**src/rtl/div_pkg.sv**
```systemverilog
// Shared types and helpers for the sequential restoring divider.
// Holds the FSM state encoding, the default width and the operand magnitude helper.
package div_pkg;

    localparam int DIV_W = 32;

    typedef enum logic [1:0] {
        IDLE,
        RUN,
        FIN,
        DONE
    } div_state_t;

    // Magnitude of a two's-complement value when sgn is set; raw value otherwise.
    // -2^31 maps onto itself, which reads correctly as unsigned 2^31.
    function automatic logic [DIV_W-1:0] abs_val(input logic [DIV_W-1:0] x, input logic sgn);
        return (sgn && x[DIV_W-1]) ? -x : x;
    endfunction

endpackage

```
**src/rtl/div_step.sv**
```systemverilog
// One radix-2 restoring iteration: shift in a dividend bit, trial-subtract the divisor.
// Purely combinational; the caller registers rem_next and collects qbit.
module div_step
    import div_pkg::*;
#(
    parameter int WIDTH = DIV_W
) (
    input  logic [WIDTH-1:0] rem,
    input  logic             dbit,
    input  logic [WIDTH-1:0] divisor,
    output logic [WIDTH-1:0] rem_next,
    output logic             qbit
);

    logic [WIDTH:0] shifted;
    logic [WIDTH:0] diff;

    // The extra bit keeps the shifted partial remainder exact before the compare.
    assign shifted  = {rem, dbit};
    assign diff     = shifted - {1'b0, divisor};
    assign qbit     = (shifted >= {1'b0, divisor});
    // Whichever branch is taken, the result is below the divisor and fits in WIDTH bits.
    assign rem_next = WIDTH'(qbit ? diff : shifted);

endmodule

```
**src/rtl/div.sv**
```systemverilog
// Sequential WIDTH-bit divider with DIV/DIVU semantics; one quotient bit per clock.
// Operands are captured on the first edge after reset release; a new division needs a new reset.
module div
    import div_pkg::*;
#(
    parameter int WIDTH = DIV_W
) (
    input  logic             clk,
    input  logic             rst,
    input  logic [WIDTH-1:0] a,
    input  logic [WIDTH-1:0] b,
    input  logic             signdiv,
    output logic [WIDTH-1:0] q,
    output logic [WIDTH-1:0] r,
    output logic             done
);

    localparam int CNT_W = $clog2(WIDTH) + 1;

    div_state_t       state_reg;
    div_state_t       state_next;
    logic [CNT_W-1:0] count_reg;
    logic [WIDTH-1:0] rem_reg;
    logic [WIDTH-1:0] dvd_reg;
    logic [WIDTH-1:0] dvs_reg;
    logic             negq_reg;
    logic             negr_reg;
    logic             divz_reg;
    logic [WIDTH-1:0] step_rem;
    logic             step_qbit;
    logic             last_iter;

    assign last_iter = (count_reg == CNT_W'(WIDTH - 1));

    div_step #(.WIDTH(WIDTH)) u_step (
        .rem      (rem_reg),
        .dbit     (dvd_reg[WIDTH-1]),
        .divisor  (dvs_reg),
        .rem_next (step_rem),
        .qbit     (step_qbit)
    );

    always_ff @(posedge clk or negedge rst) begin
        if (!rst) begin
            state_reg <= IDLE;
        end else begin
            state_reg <= state_next;
        end
    end

    always_comb begin
        state_next = state_reg;
        case (state_reg)
            IDLE:    state_next = RUN;
            RUN:     state_next = last_iter ? FIN : RUN;
            FIN:     state_next = DONE;
            DONE:    state_next = DONE;
            default: state_next = IDLE;
        endcase
    end

    // dvd_reg doubles as the quotient: dividend bits shift out the top as quotient bits enter below.
    always_ff @(posedge clk or negedge rst) begin
        if (!rst) begin
            count_reg <= '0;
            rem_reg   <= '0;
            dvd_reg   <= '0;
            dvs_reg   <= '0;
            negq_reg  <= 1'b0;
            negr_reg  <= 1'b0;
            divz_reg  <= 1'b0;
            q         <= '0;
            r         <= '0;
            done      <= 1'b0;
        end else begin
            case (state_reg)
                IDLE: begin
                    dvd_reg   <= abs_val(a, signdiv);
                    dvs_reg   <= abs_val(b, signdiv);
                    negq_reg  <= signdiv & (a[WIDTH-1] ^ b[WIDTH-1]);
                    negr_reg  <= signdiv & a[WIDTH-1];
                    divz_reg  <= (b == '0);
                    rem_reg   <= '0;
                    count_reg <= '0;
                end
                RUN: begin
                    rem_reg   <= step_rem;
                    dvd_reg   <= {dvd_reg[WIDTH-2:0], step_qbit};
                    count_reg <= count_reg + 1'b1;
                end
                FIN: begin
                    // Divide by zero yields all ones regardless of sign; r = -|a| already equals a.
                    q    <= divz_reg ? '1 : (negq_reg ? -dvd_reg : dvd_reg);
                    r    <= negr_reg ? -rem_reg : rem_reg;
                    done <= 1'b1;
                end
                default: ;
            endcase
        end
    end

endmodule

```
**config.mk**
```make
export PLATFORM = sky130hd
export DESIGN_NAME = div
export DESIGN_NICKNAME = d
export VERILOG_FILES = /design/src/rtl/div_pkg.sv /design/src/rtl/div_step.sv /design/src/rtl/div.sv
export SDC_FILE = /design/constraint.sdc
export NUM_CORES = 1
export LEC_CHECK = 0
export BUFFER_PORTS_ARGS = -buffer_cell sky130_fd_sc_hd__buf_2
export CORE_MARGIN = 2
export CORE_UTILIZATION = 31
export DETAILED_ROUTE_END_ITERATION = 7
export GPL_TIMING_DRIVEN = 0
export PLACE_DENSITY = 0.6
export SLEW_MARGIN = 10
export SYNTH_ARGS = -nofsm -noshare
export SYNTH_HDL_FRONTEND = slang
export SYNTH_SLANG_ARGS = --single-unit
```
**constraint.sdc**
```tcl
create_clock -name clk -period 3.5 [get_ports clk]
set_input_delay 0.525 -clock clk [delete_from_list [all_inputs] [get_ports clk]]
set_output_delay 0.525 -clock clk [all_outputs]
set_load 0.05 [all_outputs]
```
Word-level counts from Yosys, hierarchy flattened
Cells that the tools add are included.
{ "classes": {"addsub": 6, "order_cmp": 1, "eq_ne": 4, "n_mux": 11, "bitwise_logic": 3, "reduce_logical": 6} }
{ "ops": {"columns": ["operator", "n"], "rows": [
  ["32-bit two-way mux", 6],
  ["32-bit negator", 4],
  ["32-bit case mux with 2 select lines", 2],
  ["33-bit by 32-bit greater-or-equal comparator with 1-bit output", 1],
  ["32-bit zero test", 1],
  ["32-bit subtractor", 1],
  ["6-bit case mux with 2 select lines", 1],
  ["6-bit by 1-bit adder with 6-bit output (second input constant)", 1],
  ["6-bit by 5-bit == test with 1-bit output (second input constant)", 1],
  ["2-bit case mux with 3 select lines", 1],
  ["2-bit == test (second input constant)", 2],
  ["1-bit AND", 2],
  ["2-bit by 1-bit == test with 1-bit output (second input constant)", 1],
  ["1-bit logical AND", 2],
  ["2-bit zero test", 1],
  ["2-bit two-way mux", 1],
  ["2-bit nonzero test", 1],
  ["2-bit OR reduction", 1],
  ["1-bit XOR", 1]
]} }
{ "word_totals": {"register_bits": 172, "in_bits": 67, "output_inout_bits": 65, "elab_cells": 42} }

Longest topological paths before layout
Gate-level depths: netlist (run 1).
{ "logic_depth": {"depth_word": 3, "ltp_mapped": 12, "depth_no_buf": 12} }

Hierarchy
From an unflattened synthesis (run 1), not the netlist that was laid out.
{ "unflattened": {"hier_cells": 1320, "area_unflattened_um2": 11624.9} }
{ "modules_own_cells": {"columns": ["mod", "instances", "cells_each", "area_each_um2", "seq_area_each_um2"], "rows": [
  ["div", 1, 997, 9293.9, 4304.1],
  ["div_step", 1, 323, 2331.0, 0.0]
]} }

Least setup slack after synthesis (run 1)
OpenSTA, ideal clock, no wires.
{ "synth_timing": {"path_type": "register to register", "from": "reg dvd_reg[31]", "to": "reg rem_reg[30]", "setup_time_ps": 83, "arrival_ps": 2849, "required_ps": 3417, "setup_slack_ps": 568, "stages_incl_launch_ff": 13, "path_buffers": 0, "synth_period_minus_slack_ps": 2932, "cell_sequence": "dfrtp_1 > inv_1 > ha_1 > inv_1 > fa_1 > a21oi_1 > o22ai_1 > o31a_1 > a221oi_1 > o21ai_0 > a311o_1 > a22o_1 > o21ai_0"} }
{ "synth_between": {"elab_chain_cells": 3, "word_cells_on_any_way": 4, "cone_classes": "add/sub: 1; order compare: 1; mux: 2"} }
{ "synth_lines": {"columns": ["element", "line_no", "rtl"], "rows": [
  ["start, declared", "div.sv:24", "logic [WIDTH-1:0] dvd_reg;"],
  ["start signal, assigned", "div.sv:78", "dvd_reg <= abs_val(a, signdiv);"],
  ["start signal, assigned", "div.sv:88", "dvd_reg <= {dvd_reg[WIDTH-2:0], step_qbit};"],
  ["32-bit subtractor / 33-bit by 32-bit greater-or-equal comparator with 1-bit output (equally long branches)", "div_step.sv:20, div_step.sv:21", null],
  ["32-bit two-way mux (*)", "div_step.sv:23", "assign rem_next = WIDTH'(qbit ? diff : shifted);"],
  ["32-bit case mux with 2 select lines (*)", "div.sv:76", "case (state_reg)"],
  ["end signal, assigned", "div.sv:87", "rem_reg <= step_rem;"],
  ["end, declared", "div.sv:23", "logic [WIDTH-1:0] rem_reg;"]
]} }
Every way passes the cells marked *; elsewhere a longest branch is shown, timed or not.
A chain may end at the register's enable or synchronous reset.

Final worst setup path (run 1)
{ "layout_timing": {"from": "reg rem_reg[1]", "to": "reg rem_reg[23]"} }
{ "layout_between": {"elab_chain_cells": 3, "word_cells_on_any_way": 4, "cone_classes": "add/sub: 1; order compare: 1; mux: 2"} }
{ "layout_lines": {"columns": ["element", "line_no"], "rows": [
  ["32-bit subtractor / 33-bit by 32-bit greater-or-equal comparator with 1-bit output (equally long branches)", "div_step.sv:20, div_step.sv:21"],
  ["32-bit two-way mux (*)", "div_step.sv:23"],
  ["32-bit case mux with 2 select lines (*)", "div.sv:76"]
]} }
Marks and branches as above.

==> results of run 1 <==
-- power groups by stage --
stage          combinational, mW  sequential [mW]  clock (mW)
2_1_floorplan               2.77             3.95           0
3_3_place_gp                4.83             3.20           0
3_5_place_dp                4.87             3.22           0
4_1_cts                     4.91             3.18        2.05
5_1_grt                     5.48             3.28        2.12
6_report                    5.00             3.20        2.01
-- placed cells by master (no fill, tap or decap), types with 4 or more instances in the layout --
cell and n:
o31ai_1 28, dfrtp_1 172, buf_1 5, mux2i_1 28, o22ai_1 4, clkbuf_16 17, or2_2 6, nand4b_1 5
or3_1 16, or4_1 12, a21oi_1 100, xnor2_1 51, nand4_1 8, nand2b_1 10, nor4_1 12, nand3_1 17
o41ai_1 18, xor2_1 91, nor2_1 84, clkbuf_1 62, o21a_1 6, a31oi_1 7, nor2b_1 6, buf_2 132
nand2_1 189, a32oi_1 9, nor3_1 13, o21ai_0 184, buf_4 5, diode_2 8, inv_1 59, a21o_1 14
ha_1 37, and2_1 5
-- area by class of cell --
class | count | area (µm²) | share of cell area [%]
Multi-Input combinational cell | 1020 | 6361 | 48.60
Clock buffer | 21 | 470.5 | 3.595
Tap cell | 461 | 576.8 | 4.407
Inverter | 60 | 225.2 | 1.721
Sequential cell | 172 | 4304 | 32.89
Antenna cell | 8 | 20.02 | 0.1530
Clock inverter | 9 | 136.4 | 1.042
Buffer | 70 | 270.3 | 2.065
Timing Repair Buffer | 136 | 723.2 | 5.526
-- routing by layer --
| layer | vias up | share of wire (%) | GRT usage (%) |
|---|---|---|---|
| met5 | - | 0.13 | 0 |
| met2 | 207 | 44 | 26.60 |
| met4 | 6 | 2.1 | 5.768 |
| met1 | 4677 | 49 | 24.02 |
| li1 | 4985 | - | - |
| met3 | 45 | 5.0 | 4.376 |
-- worst register-to-register path, stage by stage (launching register included) --
cell	delay [ps]
dfrtp_1	460
ha_1	430
a21o_1	150
a31oi_1	90
o41a_1	480
o21a_1	270
o21ai_2	400
a21oi_4	160
buf_4	180
a32o_1	230
or3_1	300
-- repair_timing --
action / in CTS / in global routing
gates cloned: 0 / 0
setup endpoints to repair: 30 / 30
pin swaps: 0 / 1
hold endpoints to repair: 0 / 0
setup buffers: 0 / 4
gates resized for setup: 4 / 3
-- logic make-up after synthesis --
group / synth area share (%)
AO/OA/AOI/OAI: 22.06
XOR/XNOR: 11.18
adder cells (fa/ha/maj): 4.340
buffers and inverters: 4.419
flip-flops: 38.68
multiplexers: 2.721
AND/OR/NAND/NOR: 16.61
-- path summary, 6_finish.rpt --
check / slack, ps / start / end / depth (start not counted)
min in group clk: 330 / b[31] / divz_reg / 2
min reg2reg: 470 / r[25] / r[25] / 2
max in group asynchronous: 2570 / rst / q[15] / 2
max reg2reg: 240 / rem_reg[1] / rem_reg[23] / 10
min: 30 / rst / dvs_reg[5] / 1
max: 240 / rem_reg[1] / rem_reg[23] / 10
-- stage by stage --
step	setup slack, ps	setup TNS, ps	util (%)	hold slack, ps
floorplan	567.8	0	-	229.4
global placement	-869.7	-149340	34.84	454.0
detailed placement	-196.4	-2763	34.94	459.1
CTS	61.70	0	36.70	49.30
global route	11.89	0	36.84	71.22
finish	242.9	0	36.88	32.92
==> flow_summary.json, run 1 <==
{
  "area_growth_pct": 17.61,
  "viasPerCell": 5.069,
  "p_sw_share_pct": 46.34,
  "synth_area_leader_cell": "dfrtp_1",
  "ant_nets": 0,
  "track_usage_pct": 17.41,
  "worstSetupStartpointType": "flip-flop",
  "cts.sinks": 172,
  "async_flop_share_pct": 100.0,
  "stdcell_area_um2": 13090,
  "clockRootBuffer": "clkbuf_16",
  "worstSetupEndpointType": "flip-flop",
  "pwr-share-seq_pct": 31.4,
  "status": "finished clean",
  "wl_per_cell_um": 16.75,
  "grt_pass1_vias": 9655,
  "dpl.hpwl_um": 25830,
  "io_buffers": 131,
  "drc": 0,
  "drtPass1Iterations": 5,
  "wl_um": 32770,
  "max_slew_margin_pct": 39.48,
  "slowest_delay_ps": 480,
  "p_int_mw": 5.473,
  "finalSetupViolations": 0,
  "cts.clk_slew.worst_paths_ps": 60,
  "synth_edf_count": 0,
  "grt_max_degree": 103,
  "p_comb_share_pct": 49.0,
  "start_util_pct": 31.36,
  "crit_required_ps": 3820,
  "maxSlewViolCount": 0,
  "placed_cell_area_um2": 12400,
  "row_count": 69,
  "synth_most_common_cell": "nand2_1",
  "yosys.area.top_type_share_pct": 38.68,
  "hold_buffers": 0,
  "synth.area.top_cells": "dfrtp_1 (39%), o21ai_0 (8.3%), xor2_1 (7.2%)",
  "cts_max_path_buffers": 2,
  "cts_tree": "yes",
  "synthCells": 1322,
  "leakage_nw": 5.795,
  "cp_cell_sequence": "ha_1 -> a21o_1 -> a31oi_1 -> o41a_1 -> o21a_1 -> o21ai_2 -> a21oi_4 -> buf_4 -> a32o_1 -> or3_1",
  "power_density_nw_per_um2": 779.2,
  "cp.buffers_inverters": 1,
  "post_layout_nonfiller_instances": 1957,
  "place_inst": 1915,
  "drive_above_1_share_pct": 12.90,
  "ys.flop_type": "dfrtp_1",
  "n_fill_cell": 3697,
  "io_pins": 132,
  "core_area_um2": 35480,
  "fin_crit_sh_pct": 93.06,
  "cts_buffers": 17,
  "finalCriticalPeriod_ps": 3257,
  "worst_pin_slew_ps": 904.5,
  "grt_pass1_wl_um": 52580,
  "num_vias": 9920,
  "syn-mean-instance-area_um2": 8.418,
  "maxCapViolCount": 0,
  "syn_nets": 1427,
  "syn_area_um2": 11130,
  "synth_common_cells": "nand2_1 (189), o21ai_0 (185), dfrtp_1 (172), a21oi_1 (100), xor2_1 (91)",
  "power_mw": 10.20,
  "gp_congestion": 0.8985,
  "first_iter_violations": 772,
  "synth.ff_latch_count": 172,
  "die_h_um": 193.5,
  "antenna_found_initial": 9,
  "ys_types": 69,
  "clock_latency_ps": 450,
  "holdCritPathClass": "in2async",
  "worst-path-max-fanout": 7,
  "design.die.area_um2": 37430,
  "grt_overflow": 0,
  "final_hold_viol_count": 0,
  "rsz0062_at_grt": "no",
  "crit_path_top_delay_cell": "o41a_1",
  "critical_path_class": "reg2reg",
  "clkPwrFrac_pct": 19.7,
  "p_sw_mw": 4.726,
  "cpLargestDelayFamily": "compound AO/OA/AOI/OAI gates",
  "htree_levels": 4,
  "fmax_ghz": 0.3070,
  "die_w_um": 193.5,
  "layout.nets": 1582,
  "seq_area_frac_synth_pct": 38.68,
  "clock_skew_ps": 9.614,
  "yosysWarnings": 0,
  "peakVddDrop_mv": 0.3348,
  "cp_data_arrival_time_ps": 3580
}
No activity file was read; power rests on OpenSTA's default activity.
==> run 2, diff against run 1 <==
Settings changed: PLACE_DENSITY 0.6 to not set, PLACE_DENSITY_LB_ADDON set to 0.15.
==> run 2 against run 1 <==
Critical path depth is the same. Core utilization shrank 0.15 points. Total power shrank 0.95%. Combinational power shrank 1%. Clock skew grew 2.7 ps. Final area shrank 0.41%. Routed wire length grew 5.0%. Critical path type unchanged. Highest routed layer is now met4.
==> flow_summary.json, run 2 (synthesized netlist as in run 1, its figures left out) <==
{
  "die_w_um": 193.5,
  "wl_per_cell_um": 17.65,
  "finalSetupViolations": 0,
  "cts_buffers": 17,
  "met2RoutedLength_um": 15020,
  "row_count": 69,
  "num_vias": 9948,
  "max_slew_margin_pct": 31.14,
  "die_h_um": 193.5,
  "gp_congestion": 0.8430,
  "critical_path_class": "reg2reg",
  "cts.clk_slew.worst_paths_ps": 70,
  "finalCriticalPeriod_ps": 3245,
  "design.die.area_um2": 37430,
  "maxSlewViolCount": 0,
  "first_iter_violations": 660,
  "status": "finished clean",
  "clock_skew_ps": 12.36,
  "r2r_start": "rem_reg[1]",
  "viasPerCell": 5.104,
  "ant_nets": 0,
  "maxCapViolCount": 0,
  "final_common_cell": "nand2_1",
  "holdCritPathClass": "in2async",
  "peakVddDrop_mv": 0.3643,
  "rsz0062_at_grt": "no",
  "met3_length_um": 1248,
  "core_area_um2": 35480,
  "drc": 0,
  "cts_max_path_buffers": 2,
  "io_buffers": 131,
  "track_usage_pct": 18.47,
  "power_mw": 10.10,
  "highest_layer": "met4",
  "cp_data_arrival_time_ps": 3540,
  "layout_common_cells": "nand2_1 (189), o21ai_0 (185), dfrtp_1 (172)",
  "met1_length_um": 17830,
  "wl_um": 34410,
  "grt_max_degree": 91,
  "worst_pin_slew_ps": 1029,
  "fmax_ghz": 0.3082,
  "clockRootBuffer": "clkbuf_16",
  "cts.sinks": 172,
  "antenna-diode-count": 0,
  "worstSetupEndpointType": "flip-flop",
  "utilization_pct": 36.73,
  "start_util_pct": 31.36,
  "clock_latency_ps": 440,
  "drtPass1Iterations": 5,
  "area_growth_pct": 17.12,
  "r2r_slack_ps": 250,
  "cts_tree": "yes",
  "leakage_nw": 5.775,
  "htree_levels": 4,
  "final_hold_viol_count": 0,
  "drive_above_1_share_pct": 12.90,
  "layout.nets": 1580,
  "worst-path-max-fanout": 10,
  "io_pins": 132,
  "critical_path.startpoint": "rem_reg[1]",
  "antenna_found_initial": 1,
  "crit_required_ps": 3800,
  "grt_pass1_wl_um": 55380,
  "grt_pass1_vias": 9717,
  "fin_crit_sh_pct": 92.72,
  "worstSetupStartpointType": "flip-flop",
  "grt_overflow": 0,
  "setup_tns_ps": 0,
  "dpl.hpwl_um": 26850,
  "power_density_nw_per_um2": 775.0
}
run 2: cell types whose count changed in the layout (fill, tap and decap cells not counted):
| cell | before | now |
|---|---|---|
| buf_4 | 5 | 3 |
| bufinv_16 | 3 | 2 |
| clkbuf_8 | 3 | 0 |
| clkinv_4 | 1 | 4 |
| diode_2 | 8 | 0 |
| inv_6 | 2 | 5 |
| o21ai_0 | 184 | 185 |
| o21ai_1 | 2 | 1 |
run 2: cell type report:
type	instances	area [µm²]
sequential	172	4304
fill	3740	22450
clock inverter	14	158.9
inverter	60	225.2
multi-input combinational	1020	6361
clock buffer	18	429.2
timing repair buffer	134	708.2
tap	461	576.8
buffer	70	270.3
run 2: final timing paths:
path                                    end  cells past startpoint
worst max-delay path            rem_reg[20]                     10
worst min-delay path             dvs_reg[8]                      1
worst max register to register  rem_reg[20]                     10
worst min register to register         done                      1
max in group asynchronous       dvd_reg[23]                      2
min in group clk                   divz_reg                      2
run 2: worst max-delay path, stage by stage, from the launching register on:
cell and delay [ps]:
dfrtp_1 440, ha_1 400, a21o_1 200, a31oi_1 310, o41a_1 300, o21a_1 300, o21ai_2 190, a21oi_4 280
buf_2 340, mux2i_1 240, o21ai_0 100
run 2: repair_timing:
action	in CTS	in global routing
pin swaps	0	1
hold buffers	0	0
gates resized for setup	4	2
setup endpoints to repair	30	31
buffers inserted	0	2
run 2: per-stage QoR:
stage          instance area [µm²]  setup WS (ps)  hold WS (ps)  cells
2_1_floorplan                11130          567.8         229.4   1322
6_report                     13030          254.8         55.51   1949
3_5_place_dp                 12400         -158.9         449.6   1915
4_1_cts                      13000          66.50         95.89   1947
3_3_place_gp                 12360          -1055         447.3   1914
5_1_grt                      13030          21.74         112.3   1949
run 2: routing by layer:
layer  vias to the layer above  GRT usage (%)
met5                         -              0
met4                         0          4.128
met3                        18          2.807
met2                       186          27.78
met1                      4751          27.77
li1                       4993              -
run 2: power breakdown:
| part | internal [mW] | switching, mW | leakage (nW) | total, mW |
|---|---|---|---|---|
| Clock | 1.07 | 0.885 | 0.282 | 1.95 |
| Sequential | 2.53 | 0.676 | 2.09 | 3.20 |
| Combinational | 1.75 | 3.20 | 3.40 | 4.95 |
